## src/rtl/alu_pkg.sv

```systemverilog
// Shared definitions for the 8-bit ALU and the multi-byte sequencer.
// Opcode encoding, flag bit positions and the per-byte control word.
package alu_pkg;

  localparam logic [3:0] OP_ADD = 4'd0;
  localparam logic [3:0] OP_ADC = 4'd1;
  localparam logic [3:0] OP_SUB = 4'd2;
  localparam logic [3:0] OP_SBB = 4'd3;
  localparam logic [3:0] OP_INC = 4'd4;
  localparam logic [3:0] OP_DEC = 4'd5;
  localparam logic [3:0] OP_NEG = 4'd6;
  localparam logic [3:0] OP_SHL = 4'd7;
  localparam logic [3:0] OP_MOV = 4'd8;
  localparam logic [3:0] OP_NOT = 4'd9;
  localparam logic [3:0] OP_AND = 4'd10;
  localparam logic [3:0] OP_OR  = 4'd11;
  localparam logic [3:0] OP_XOR = 4'd12;
  localparam logic [3:0] OP_EXP = 4'd13;
  localparam logic [3:0] OP_SHR = 4'd14;
  localparam logic [3:0] OP_SAR = 4'd15;

  localparam int FZ = 0;
  localparam int FC = 1;
  localparam int FN = 2;
  localparam int FV = 3;

  typedef enum logic [1:0] { SEQ_IDLE, SEQ_RUN, SEQ_DONE } seq_state_e;

  typedef enum logic [0:0] { ASEL_OPA, ASEL_ZERO } asel_e;
  typedef enum logic [1:0] { BSEL_OPB, BSEL_OPA, BSEL_ZERO } bsel_e;
  typedef enum logic [1:0] { CSEL_CIN, CSEL_PREV, CSEL_ZERO } csel_e;

  typedef struct packed {
    logic [3:0] alu_op;
    asel_e      a_sel;
    bsel_e      b_sel;
    csel_e      c_sel;
    logic       fix_en;
    logic       v_en;
  } byte_ctl_t;

  // Right shifts walk the operand from the most significant byte down.
  function automatic logic msb_first(input logic [3:0] op);
    return (op == OP_SHR) || (op == OP_SAR);
  endfunction

endpackage

```

## src/rtl/alu_wide_seq_byte_map.sv

```systemverilog
// Per-byte control decode: which ALU op, operands and carry a given step of a
// wide operation uses, and whether its result byte needs the bit-7 fixup.
module alu_byte_map
  import alu_pkg::*;
(
  input  logic [3:0] i_op,
  input  logic       i_first,
  input  logic       i_last,
  output byte_ctl_t  o_ctl
);

  always_comb begin
    o_ctl.alu_op = i_op;
    o_ctl.a_sel  = ASEL_OPA;
    o_ctl.b_sel  = BSEL_OPB;
    o_ctl.c_sel  = CSEL_CIN;
    o_ctl.fix_en = 1'b0;
    o_ctl.v_en   = 1'b0;
    case (i_op)
      OP_ADD: begin
        o_ctl.c_sel = CSEL_ZERO;
        o_ctl.v_en  = i_last;
        if (!i_first) begin
          o_ctl.alu_op = OP_ADC;
          o_ctl.c_sel  = CSEL_PREV;
        end
      end
      OP_SUB: begin
        o_ctl.c_sel = CSEL_ZERO;
        o_ctl.v_en  = i_last;
        if (!i_first) begin
          o_ctl.alu_op = OP_SBB;
          o_ctl.c_sel  = CSEL_PREV;
        end
      end
      OP_ADC, OP_SBB: begin
        o_ctl.v_en = i_last;
        if (!i_first) o_ctl.c_sel = CSEL_PREV;
      end
      OP_INC: begin
        o_ctl.b_sel = BSEL_ZERO;
        o_ctl.c_sel = CSEL_ZERO;
        o_ctl.v_en  = i_last;
        if (!i_first) begin
          o_ctl.alu_op = OP_ADC;
          o_ctl.c_sel  = CSEL_PREV;
        end
      end
      OP_DEC: begin
        o_ctl.b_sel = BSEL_ZERO;
        o_ctl.c_sel = CSEL_ZERO;
        o_ctl.v_en  = i_last;
        if (!i_first) begin
          o_ctl.alu_op = OP_SBB;
          o_ctl.c_sel  = CSEL_PREV;
        end
      end
      // Negate as 0 - a so the borrow chains like a plain subtract.
      OP_NEG: begin
        o_ctl.alu_op = OP_SUB;
        o_ctl.a_sel  = ASEL_ZERO;
        o_ctl.b_sel  = BSEL_OPA;
        o_ctl.c_sel  = CSEL_ZERO;
        o_ctl.v_en   = i_last;
        if (!i_first) begin
          o_ctl.alu_op = OP_SBB;
          o_ctl.c_sel  = CSEL_PREV;
        end
      end
      OP_SHL: begin
        o_ctl.alu_op = OP_ADD;
        o_ctl.b_sel  = BSEL_OPA;
        o_ctl.c_sel  = CSEL_ZERO;
        o_ctl.v_en   = i_last;
        if (!i_first) begin
          o_ctl.alu_op = OP_ADC;
          o_ctl.c_sel  = CSEL_PREV;
        end
      end
      OP_SHR, OP_SAR: begin
        o_ctl.c_sel  = CSEL_ZERO;
        o_ctl.fix_en = !i_first;
        if (!i_first) o_ctl.alu_op = OP_SHR;
      end
      default: ;
    endcase
  end

endmodule

```

## src/rtl/alu_wide_seq.sv

```systemverilog
// Multi-byte sequencer: runs one wide operation through the 8-bit ALU, one
// byte per cycle with the carry chained, and assembles the wide result/flags.
module alu_wide_seq
  import alu_pkg::*;
#(
  parameter int BYTES = 2
) (
  input  logic                 clk,
  input  logic                 rst,
  input  logic                 start_valid,
  output logic                 start_ready,
  input  logic [3:0]           op,
  input  logic [8*BYTES-1:0]   a,
  input  logic [8*BYTES-1:0]   b,
  input  logic                 carry_in,
  output logic                 done_valid,
  input  logic                 done_ready,
  output logic [8*BYTES-1:0]   result,
  output logic [3:0]           flags,
  output logic [7:0]           alu_a,
  output logic [7:0]           alu_b,
  output logic [3:0]           alu_op,
  output logic                 alu_carry,
  input  logic [7:0]           alu_result,
  input  logic [3:0]           alu_flags
);

  localparam int W  = 8 * BYTES;
  localparam int SW = (BYTES > 1) ? $clog2(BYTES) : 1;
  localparam logic [SW-1:0] LAST_STEP = SW'(BYTES - 1);

  seq_state_e    r_state, w_state_next;
  logic [3:0]    r_op;
  logic [W-1:0]  r_a, r_b;
  logic          r_cin;
  logic [SW-1:0] r_step, r_idx;
  logic          r_fix, r_v_en, r_prev_c, r_zero, r_n, r_v;
  logic          r_start_ready, r_done_valid;
  logic [W-1:0]  r_result;
  logic [3:0]    r_flags;
  logic [7:0]    r_alu_a, r_alu_b;
  logic [3:0]    r_alu_op;
  logic          r_alu_carry;

  logic          w_idle, w_run, w_accept, w_last_cap, w_load;
  logic [3:0]    w_map_op;
  logic [SW-1:0] w_load_step, w_load_idx;
  logic          w_map_last;
  byte_ctl_t     w_ctl;
  logic [W-1:0]  w_src_a, w_src_b;
  logic          w_src_cin;
  logic [7:0]    w_a_bytes [BYTES];
  logic [7:0]    w_b_bytes [BYTES];
  logic [7:0]    w_ld_a, w_ld_b;
  logic          w_ld_c;
  logic [7:0]    w_byte_fixed;
  logic          w_msb_cap, w_n, w_v, w_z;
  logic          w_unused_flags;

  assign w_idle     = (r_state == SEQ_IDLE);
  assign w_run      = (r_state == SEQ_RUN);
  assign w_accept   = w_idle && start_valid;
  assign w_last_cap = w_run && (r_step == LAST_STEP);
  assign w_load     = w_accept || (w_run && !w_last_cap);

  // Step 0 is decoded from the live inputs, later steps from the latched copy.
  assign w_map_op    = w_idle ? op : r_op;
  assign w_load_step = w_idle ? '0 : (r_step + SW'(1));
  assign w_map_last  = (w_load_step == LAST_STEP);
  assign w_load_idx  = msb_first(w_map_op) ? (LAST_STEP - w_load_step) : w_load_step;
  assign w_src_a     = w_idle ? a : r_a;
  assign w_src_b     = w_idle ? b : r_b;
  assign w_src_cin   = w_idle ? carry_in : r_cin;

  genvar gi;
  generate
    for (gi = 0; gi < BYTES; gi++) begin : g_lane
      assign w_a_bytes[gi] = w_src_a[gi*8 +: 8];
      assign w_b_bytes[gi] = w_src_b[gi*8 +: 8];
    end
  endgenerate

  alu_byte_map u_map (
    .i_op    (w_map_op),
    .i_first (w_idle),
    .i_last  (w_map_last),
    .o_ctl   (w_ctl)
  );

  always_comb begin
    w_ld_a = w_a_bytes[w_load_idx];
    if (w_ctl.a_sel == ASEL_ZERO) w_ld_a = 8'd0;
    case (w_ctl.b_sel)
      BSEL_OPA:  w_ld_b = w_a_bytes[w_load_idx];
      BSEL_ZERO: w_ld_b = 8'd0;
      default:   w_ld_b = w_b_bytes[w_load_idx];
    endcase
    case (w_ctl.c_sel)
      CSEL_PREV: w_ld_c = alu_flags[FC];
      CSEL_ZERO: w_ld_c = 1'b0;
      default:   w_ld_c = w_src_cin;
    endcase
  end

  // Right-shift steps after the first pull the bit shifted out of the byte above.
  assign w_byte_fixed = r_fix ? {r_prev_c, alu_result[6:0]} : alu_result;
  assign w_msb_cap    = (r_idx == LAST_STEP);
  assign w_n          = w_msb_cap ? w_byte_fixed[7] : r_n;
  assign w_v          = w_msb_cap ? (r_v_en & alu_flags[FV]) : r_v;
  assign w_z          = r_zero & (w_byte_fixed == 8'd0);
  assign w_unused_flags = alu_flags[FZ] ^ alu_flags[FN];

  always_ff @(posedge clk) begin
    if (rst) r_state <= SEQ_IDLE;
    else     r_state <= w_state_next;
  end

  always_comb begin
    w_state_next = r_state;
    case (r_state)
      SEQ_IDLE: if (start_valid) w_state_next = SEQ_RUN;
      SEQ_RUN:  if (w_last_cap)  w_state_next = SEQ_DONE;
      SEQ_DONE: if (done_ready)  w_state_next = SEQ_IDLE;
      default:  w_state_next = SEQ_IDLE;
    endcase
  end

  always_ff @(posedge clk) begin
    if (rst) begin
      r_start_ready <= 1'b1;
      r_done_valid  <= 1'b0;
      r_op          <= 4'd0;
      r_a           <= '0;
      r_b           <= '0;
      r_cin         <= 1'b0;
      r_step        <= '0;
      r_idx         <= '0;
      r_fix         <= 1'b0;
      r_v_en        <= 1'b0;
      r_prev_c      <= 1'b0;
      r_zero        <= 1'b0;
      r_n           <= 1'b0;
      r_v           <= 1'b0;
      r_result      <= '0;
      r_flags       <= 4'd0;
      r_alu_a       <= 8'd0;
      r_alu_b       <= 8'd0;
      r_alu_op      <= 4'd0;
      r_alu_carry   <= 1'b0;
    end else begin
      r_start_ready <= (w_state_next == SEQ_IDLE);
      r_done_valid  <= (w_state_next == SEQ_DONE);

      if (w_accept) begin
        r_op   <= op;
        r_a    <= a;
        r_b    <= b;
        r_cin  <= carry_in;
        r_step <= '0;
        r_zero <= 1'b1;
        r_n    <= 1'b0;
        r_v    <= 1'b0;
      end

      if (w_run) begin
        for (int i = 0; i < BYTES; i++) begin
          if (r_idx == SW'(i)) r_result[i*8 +: 8] <= w_byte_fixed;
        end
        r_prev_c <= alu_flags[FC];
        r_zero   <= w_z;
        r_n      <= w_n;
        r_v      <= w_v;
        r_step   <= r_step + SW'(1);
        if (w_last_cap) r_flags <= {w_v, w_n, alu_flags[FC], w_z};
      end

      if (w_load) begin
        r_alu_a     <= w_ld_a;
        r_alu_b     <= w_ld_b;
        r_alu_op    <= w_ctl.alu_op;
        r_alu_carry <= w_ld_c;
        r_idx       <= w_load_idx;
        r_fix       <= w_ctl.fix_en;
        r_v_en      <= w_ctl.v_en;
      end else if (w_last_cap) begin
        r_alu_a     <= 8'd0;
        r_alu_b     <= 8'd0;
        r_alu_op    <= 4'd0;
        r_alu_carry <= 1'b0;
      end
    end
  end

  assign start_ready = r_start_ready;
  assign done_valid  = r_done_valid;
  assign result      = r_result;
  assign flags       = r_flags;
  assign alu_a       = r_alu_a;
  assign alu_b       = r_alu_b;
  assign alu_op      = r_alu_op;
  assign alu_carry   = r_alu_carry;

endmodule

```

## config.mk

```make
export PLATFORM = sky130hd
export DESIGN_NAME = alu_wide_seq
export DESIGN_NICKNAME = d
export VERILOG_FILES = /design/src/rtl/alu_pkg.sv /design/src/rtl/alu_wide_seq_byte_map.sv /design/src/rtl/alu_wide_seq.sv
export SDC_FILE = /design/constraint.sdc
export NUM_CORES = 1
export LEC_CHECK = 0
export ABC_AREA = 0
export BUFFER_PORTS_ARGS = -buffer_cell sky130_fd_sc_hd__buf_4
export CAP_MARGIN = 20
export CORE_MARGIN = 1
export CORE_UTILIZATION = 48
export CTS_CLUSTER_DIAMETER = 100
export DETAILED_ROUTE_END_ITERATION = 8
export PLACE_DENSITY = 0.75
export SYNTH_ARGS = -nofsm -noshare
export SYNTH_HDL_FRONTEND = slang
export SYNTH_SLANG_ARGS = --single-unit
```

## constraint.sdc

```tcl
create_clock -name clk -period 2.2 [get_ports clk]
set_input_delay 0.11 -clock clk [delete_from_list [all_inputs] [get_ports clk]]
set_output_delay 0.11 -clock clk [all_outputs]
set_load 0.005 [all_outputs]
```

==> results of run 1 <==
## metal layers
layer	vias up	track usage, %
met5	-	0
met4	0	8.08
met3	20	7.20
met2	164	40.7
met1	1831	33.4
li1	1921	-
## flip-flops by register name, indices dropped and copies added (netlist names), 2 cells and up
signal and cells:
r_state 2, r_b 16, alu_b 8, flags 4
r_a 16, alu_a 8, alu_op 4, r_op 4
result 16
## worst paths after layout
path                   start  endpoint  slack (ns)  cells after the start
setup reg to reg  r_state[1]  alu_b[0]        0.18                      6
hold / removal          b[8]    r_b[8]        0.01                      3
setup / recovery  r_state[1]  alu_b[0]        0.18                      6
hold reg to reg       r_b[8]    r_b[8]        0.46                      2
## cell usage in the layout, fill, tap and decap left out, drive strengths merged, types with 5 or more instances in the layout
cell and instances:
nand3 5, nand2b 5, o21ai 13, a21oi 62, dfxtp 90, a221o 8
a311oi 8, clkbuf 10, a31oi 12, nor2 29, and3 17, dlygate4sd3 22
a22o 10, buf 106, nand2 166, mux2i 13
## stage by stage
step / total power [W] / cells / util, % / worst slack, ns / area [um2]
6_report: 0.00365 / 716 / 63.6 / 0.177 / 5230
5_1_grt: 0.00384 / 716 / 63.6 / 0.0504 / 5230
4_1_cts: 0.00366 / 712 / 63.0 / 0.0733 / 5180
3_5_place_dp: 0.00262 / 678 / 58.7 / 0.0928 / 4820
3_3_place_gp: 0.00260 / 678 / 58.7 / 0.124 / 4820
2_1_floorplan: 0.00230 / 499 / - / 0.0671 / 4070
## timing repair
item                       4_1_cts  5_1_grt
gates resized for setup          0        1
hold endpoints to repair        18        4
setup endpoints to repair        0        8
hold buffers                    18        4
## worst max-delay path, stage by stage (launching register included)
cell and delay (ns):
dfxtp_1 0.34, nor2_4 0.19, mux2i_1 0.26, a21bo_2 0.27, ha_1 0.35, nor3b_4 0.36, a221o_1 0.20
## layout make-up
| cell class | instances | share of cell area [%] |
|---|---|---|
| clock buffer | 10 | 2.44 |
| sequential | 90 | 34.5 |
| clock inverter | 6 | 0.934 |
| timing repair buffer | 128 | 19.7 |
| multi-input combinational | 375 | 39.8 |
| inverter | 2 | 0.192 |
| tap | 105 | 2.51 |
## power by group
group / internal [W] / total [W] / switching, W
Sequential: 0.00175 / 0.00184 / 0.0000890
Combinational: 0.000367 / 0.000776 / 0.000409
Clock: 0.000421 / 0.00103 / 0.000613
Total: 0.00254 / 0.00365 / 0.00111
## cell families (layout without fill, tap and decap cells)
family,Yosys count,in the layout
AOI/OAI and AO/OA,121,121
xor gates and xnor gates,2,2
adders and majority gates,3,3
buffers and inverters,34,146
DFF,90,90
muxes,13,13
and+or+nand+nor,236,236
==> run summary, run 1 <==
number of port buffers = 93
post-synthesis xor/xnor area fraction = 1.35%
fill cell count = 702
top-area cell type share of the netlist area = 44.3%
Fin. Hold Viols = 0
largest family of logic cells by synthesized area = simple AND/OR/NAND/NOR gates
die height = 94.0 um
# setup viols final = 0
CTS Buf Count = 9
number of setup buffers added after CTS = 0
Avg WL per Cell = 15.2 um
Max Cap Violations = 0
# DRC = 0
initial core utilization = 49.5%
status = completed
clk slew on worst S/H paths = 0.09 ns
Clock Sinks = 90
met2 routed WL = 5170 um
CTS tree = yes
CTS Buffer Depth = 2
area of the multi-input gates = 2080 um2
Seq cells post-synth = 90
top routing layer in use = met4
syn_nets = 555
final hold slack = 0.0139 ns
first-pass GRT wire length = 17,500 um
Async SR Flop Fraction = 0%
Vias/cell = 5.50
Worst setup SP type = flop
total global-route track usage = 25.6%
GRT overflow = 0
GP Congestion = 0.850
share of layout cells above drive strength 1 = 23.2%
H-tree depth = 3
clock skew = 0.0122 ns
pin count of the biggest net entering global routing = 42
post-route ant nets = 0
Die W = 94.0 um
Relative slew margins = 55.9%
later-pin clock latency in the skew report = 0.35 ns
Mapped Avg Cell Area = 8.15 um2
HPWL Detailed = 7430 um
CP Data Required Time = 2.50 ns
most numerous cell in the Yosys netlist = nand2_1
Post-Route M1 WL = 4630 um
die area = 8840 um2
Fmax = 494 MHz
Leak = 2.23 nW
Synth Area in Adders = 0.923%
vias = 3,936
DR iter-0 viols = 227
crit path DAT = 2.32 ns
Antenna Cells = 0
Worst Setup Path Type = flop to flop
main area contributors after synthesis = dfxtp_1, nand2_1, a21oi_1
final setup TNS = 0 ns
WL final = 10,900 um
YS warnings = 0
post-synthesis mux area share = 3.29%
Final Net Count = 662
Hold Path Class = input pin to flop
Rows = 33
Mapped Area = 4070 um2
vias in the first global route = 3,685
simple-gate area share of the yosys netlist = 26.2%
Synth Flop Type = dfxtp_1
minimum clock period after layout = 2.02 ns
critical path endpoint category = flop
Netlist cell types = 49
Worst Path Max Fanout = 8
register area = 1800 um2
Final Max Slew Viols = 0
fin crit share = 92.0%
initial antenna violation count = 0
sequential cell area fraction in the yosys report = 44.3%
core box area = 8220 um2
RSZ-0062 raised after global routing = false
pin slew with the least headroom to its limit = 0.659 ns
Synth Instances = 499
post-synthesis compound-gate area fraction = 19.2%
DRT Pass-1 Iters = 5
Post-synth EDFFs = 0
IO Pins = 96
PD cells = 698 nW/um2
peak supply drop = 456 uV
met3 wire len = 882 um
Area Growth Syn to Fin = 28.5%
Root Buffer = clkbuf_8
commonest cells in the netlist = nand2_1, dfxtp_1, a21oi_1, nor2_1, and3_1
Yosys top cell by area = dfxtp_1
Note: power is estimated with default switching activity, not from simulation.
==> inputs of run 2 (changes only) <==
--- a/config.mk
+++ b/config.mk
@@ -8,6 +8,7 @@
 export ABC_AREA = 0
 export BUFFER_PORTS_ARGS = -buffer_cell sky130_fd_sc_hd__buf_4
 export CAP_MARGIN = 20
+export CORE_ASPECT_RATIO = 1.75
 export CORE_MARGIN = 1
 export CORE_UTILIZATION = 48
 export CTS_CLUSTER_DIAMETER = 100
==> run 2 against run 1 <==
  * Sequential share of layout area increased by 0.15 points
  * Maximum frequency decreased by 3.8%
  * Sequential power about the same
  * Clock-buffer cell count unchanged
  * Combinational power increased by 1%
  * Critical path type unchanged
  * Critical endpoint is now alu_b[4]
  * Highest routed layer unchanged
==> run summary, run 2 (synthesized netlist as in run 1, its figures left out) <==
status = completed
Fmax = 475 MHz
RSZ-0062 raised after global routing = false
post-route ant nets = 0
clock skew = 0.00588 ns
met2 global-route usage = 48.8%
most common cell after layout, fill and taps aside = nand2_1
Clock Sinks = 90
total global-route track usage = 25.8%
final setup TNS = 0 ns
grt peak-use layer = met2
CTS tree = yes
Hold Path Class = input pin to flop
Psw = 0.00115 W
CP Launch Point = r_state[0]
vias in the first global route = 3,729
HPWL Detailed = 7880 um
initial core utilization = 49.2%
Relative slew margins = 54.5%
Fin. Hold Viols = 0
peak supply drop = 614 uV
pin count of the biggest net entering global routing = 68
Worst setup SP type = flop
CTS Buffer Depth = 2
Antenna Cells = 0
die height = 124 um
minimum clock period after layout = 2.10 ns
clock power share = 37.5%
met1 Use GR = 27.2%
# setup viols final = 0
Avg WL per Cell = 16.0 um
IO Pins = 96
Max Cap Violations = 0
CTS Buf Count = 9
Vias/cell = 5.64
Area Growth Syn to Fin = 27.9%
hold path startpoint = alu_result[3]
Logic pwr share = 18.7%
sw frac = 27.5%
area of the multi-input gates = 2080 um2
critical path endpoint category = flop
Final Max Slew Viols = 0
cts-stage hold buffer count = 0
Rows = 44
initial antenna violation count = 0
H-tree depth = 3
met3 usage = 4.85%
clk slew on worst S/H paths = 0.07 ns
register area = 1800 um2
CP Data Required Time = 2.42 ns
core box area = 8260 um2
number of port buffers = 93
DR iter-0 viols = 202
first-pass GRT wire length = 17,500 um
Power Internal = 0.00304 W
Die W = 71.6 um
placed cells = 671
RR Startpoint = r_state[0]
Root Buffer = clkbuf_16
Leak = 2.25 nW
Worst Setup Path Type = flop to flop
# DRC = 0
vias = 3,901
DRT Pass-1 Iters = 5
crit path DAT = 2.33 ns
GRT overflow = 0
fill cell count = 728
GP Congestion = 0.855
fin crit share = 95.6%
die area = 8860 um2
share of layout cells above drive strength 1 = 25.8%
Final Instance Count excl. Fillers = 692
PD cells = 806 nW/um2
part of the power in registers = 43.8%
pin slew with the least headroom to its limit = 0.682 ns
WL final = 11,100 um
later-pin clock latency in the skew report = 0.34 ns
Final Net Count = 651
most frequent cells in the layout = nand2_1, buf_4, dfxtp_1
Worst Path Max Fanout = 8
==> run 2: changes by cell type in the layout (fill, tap and decap cells not counted) <==
cell / delta
dlygate4sd3_1: -22
buf_4: +11
clkbuf_16: +9
clkbuf_8: -8
buf_12: -1
buf_6: +1
bufinv_16: +1
clkbuf_1: -1
clkinvlp_4: -1
inv_6: -1
inv_8: +1
mux2i_1: -1
mux2i_2: +1
==> run 2: worst paths after layout <==
check / to / slack (ns) / cells past startpoint
hold / removal: result[11] / 0.02 / 3
setup / recovery: alu_b[4] / 0.1 / 7
setup reg to reg: alu_b[4] / 0.1 / 7
hold reg to reg: r_a[11] / 0.46 / 2
==> run 2: worst max-delay path: stages, from the launching register on <==
cell and delay (ns):
dfxtp_1 0.33, nor2_4 0.22, mux2i_2 0.27, a21bo_2 0.26, ha_1 0.37, nor3b_4 0.06
buf_4 0.16, a221o_1 0.31
==> run 2: routing by layer <==
layer / vias to the layer above / share of wire, % / wire [um]
li1: 1901 / - / -
met1: 1824 / 38 / 4220
met2: 157 / 54 / 5980
met3: 19 / 5.1 / 566
met4: 0 / 2.7 / 300
met5: - / 0 / 0
==> run 2: cell type report <==
type,count,share of cell area [%]
Timing Repair Buffer,117,17.0
Clock buffer,10,4.59
Sequential cell,90,34.6
Clock inverter,6,1.42
Tap cell,92,2.21
Inverter,2,0.192
Multi-Input combinational cell,375,40.0
==> run 2: power by group through the flow <==
stage               clock (W)  combinational, W  sequential (W)
global placement            0          0.000753         0.00186
CTS                   0.00160          0.000770         0.00183
floorplan                   0          0.000447         0.00185
global route          0.00168          0.000856         0.00185
detailed placement          0          0.000765         0.00187
finish                0.00157          0.000785         0.00183
==> run 2: metrics by stage <==
stage	hold WS, ns	total power, W	util (%)	worst slack [ns]	cell area (um2)
floorplan	0.246	0.00230	-	0.0671	4070
global placement	0.364	0.00262	58.6	0.0137	4840
detailed placement	0.373	0.00263	58.6	-0.0508	4840
CTS	0.0170	0.00421	62.5	0.0383	5160
global route	0.0153	0.00438	63.0	0.0347	5200
finish	0.0221	0.00419	63.0	0.0960	5200
==> run 2: what timing repair did <==
action / in CTS / in global routing
endpoints found under the setup margin: 8 / 8
setup buffers: 0 / 4
pin swaps: 0 / 2
hold endpoints to repair: 0 / 0
cloned: 0 / 0
gates resized for setup: 1 / 1
==> inputs of run 3 (changes only) <==
--- a/config.mk
+++ b/config.mk
@@ -8,12 +8,12 @@
 export ABC_AREA = 0
 export BUFFER_PORTS_ARGS = -buffer_cell sky130_fd_sc_hd__buf_4
 export CAP_MARGIN = 20
-export CORE_ASPECT_RATIO = 1.75
+export CORE_ASPECT_RATIO = 1.25
 export CORE_MARGIN = 1
-export CORE_UTILIZATION = 48
+export CORE_UTILIZATION = 49
 export CTS_CLUSTER_DIAMETER = 100
 export DETAILED_ROUTE_END_ITERATION = 8
-export PLACE_DENSITY = 0.75
+export PLACE_DENSITY = 0.74
 export SYNTH_ARGS = -nofsm -noshare
 export SYNTH_HDL_FRONTEND = slang
 export SYNTH_SLANG_ARGS = --single-unit
==> constraint.sdc (replaced) <==
create_clock -name clk -period 2.7 [get_ports clk]
set_input_delay 0.135 -clock clk [delete_from_list [all_inputs] [get_ports clk]]
set_output_delay 0.135 -clock clk [all_outputs]
set_load 0.005 [all_outputs]
==> run 3 against run 2 <==
  * Worst setup slack gained 0.33 ns
  * Sequential power shrank 18%
  * Routed wire length shrank 4.5%
  * Clock power shrank 41%
  * Non-clock buffer count shrank 14
  * Critical path type unchanged
  * Critical endpoint is now alu_b[7]
==> run summary, run 3 (synthesized netlist as in run 1, its figures left out) <==
status = completed
die height = 104 um
GRT overflow = 0
most frequent cells in the layout = nand2_1, buf_4, dfxtp_1
fin crit share = 84.0%
pin slew with the least headroom to its limit = 0.667 ns
Worst Path Max Fanout = 10
later-pin clock latency in the skew report = 0.35 ns
design area = 4980 um2
# DRC = 0
Clock Sinks = 90
die area = 8670 um2
Hold Path Class = input pin to flop
crit path DAT = 2.56 ns
RSZ-0062 raised after global routing = false
cts-stage hold buffer count = 0
final worst setup slack = 0.431 ns
Final Instance Count excl. Fillers = 681
initial core utilization = 51.3%
PD cells = 607 nW/um2
core box area = 7930 um2
Worst R2R End = alu_b[7]
critical path endpoint category = flop
CTS tree = yes
# setup viols final = 0
Final Net Count = 637
initial antenna violation count = 0
pin count of the biggest net entering global routing = 39
vias = 3,819
Vias/cell = 5.61
Max Cap Violations = 0
Worst setup SP type = flop
number of port buffers = 93
Worst Setup Path Type = flop to flop
first-pass GRT wire length = 17,100 um
placed cells = 665
post-route ant nets = 0
CTS Buffer Depth = 2
clk slew on worst S/H paths = 0.09 ns
most common cell after layout, fill and taps aside = nand2_1
Fin. Hold Viols = 0
peak supply drop = 431 uV
Reg2Reg Depth = 7
vias in the first global route = 3,512
final setup TNS = 0 ns
IO Pins = 96
share of layout cells above drive strength 1 = 23.9%
r2r setup slk = 0.43 ns
WHS Endpoint = r_a[7]
CP Data Required Time = 2.99 ns
hold path startpoint = a[7]
Root Buffer = clkbuf_8
Avg WL per Cell = 15.5 um
Fmax = 441 MHz
HPWL Detailed = 7390 um
Placed Area = 4780 um2
DRT Pass-1 Iters = 6
Total Power = 0.00302 W
Area Growth Syn to Fin = 22.5%
# resized after CTS = 0
GP Congestion = 0.830
WL final = 10,600 um
total global-route track usage = 24.4%
CTS Buf Count = 9
DP Worst Slack = 0.470 ns
Leak = 2.13 nW
Die W = 83.5 um
minimum clock period after layout = 2.27 ns
RR Startpoint = r_state[1]
Rows = 36
Final Max Slew Viols = 0
Antenna Cells = 0
H-tree depth = 3
Relative slew margins = 55.5%
DR iter-0 viols = 332
clock skew = 0.00816 ns
worst hold stages = 3
number of setup buffers added after CTS = 0
==> run 3: stage by stage <==
stage | util, % | hold slack (ns)
3_3_place_gp | 60.2 | 0.390
3_5_place_dp | 60.2 | 0.399
5_1_grt | 62.8 | 0.0244
2_1_floorplan | - | 0.271
6_report | 62.8 | 0.0373
4_1_cts | 62.8 | 0.0221
==> run 3: report_power, final <==
part	leakage [nW]	internal (W)	switching, W
clock network	0.0945	0.000453	0.000476
registers	0.737	0.00143	0.0000713
logic	1.30	0.000272	0.000324
total	2.13	0.00215	0.000871
==> run 3: metal layers <==
layer	up-vias	global-route usage, %	share of wire (%)
met1	1779	29.8	41
met5	-	0	0
li1	1867	-	-
met2	160	42.5	50
met4	0	8.84	1.6
met3	13	4.68	7.3
==> run 3: cell type report <==
class	instances	area, um2
clock inverters	6	66.3
repair buffers	103	773
clock buffers	10	138
inverters	2	10.0
multi-input cells	375	2070
flip-flops and latches	90	1800
fillers	711	2950
well taps	95	119
==> run 3: critical path, cell delays in order, from the launching register on <==
cell     delay [ns]
dfxtp_1        0.38
nor2_2         0.28
buf_4          0.23
mux2i_1        0.21
and2_4         0.20
ha_1           0.30
nor3b_4        0.42
a221o_1        0.20
==> run 3: how the worst max path moves through the flow <==
stage	from	endpoint	cells past startpoint
3_3_place_gp	r_state[1]	alu_b[4]	6
6_report	r_state[1]	alu_b[7]	7
5_1_grt	r_state[0]	alu_b[7]	7
2_1_floorplan	r_state[1]	alu_b[0]	8
4_1_cts	r_state[1]	alu_b[0]	7
3_5_place_dp	r_state[1]	alu_b[2]	7
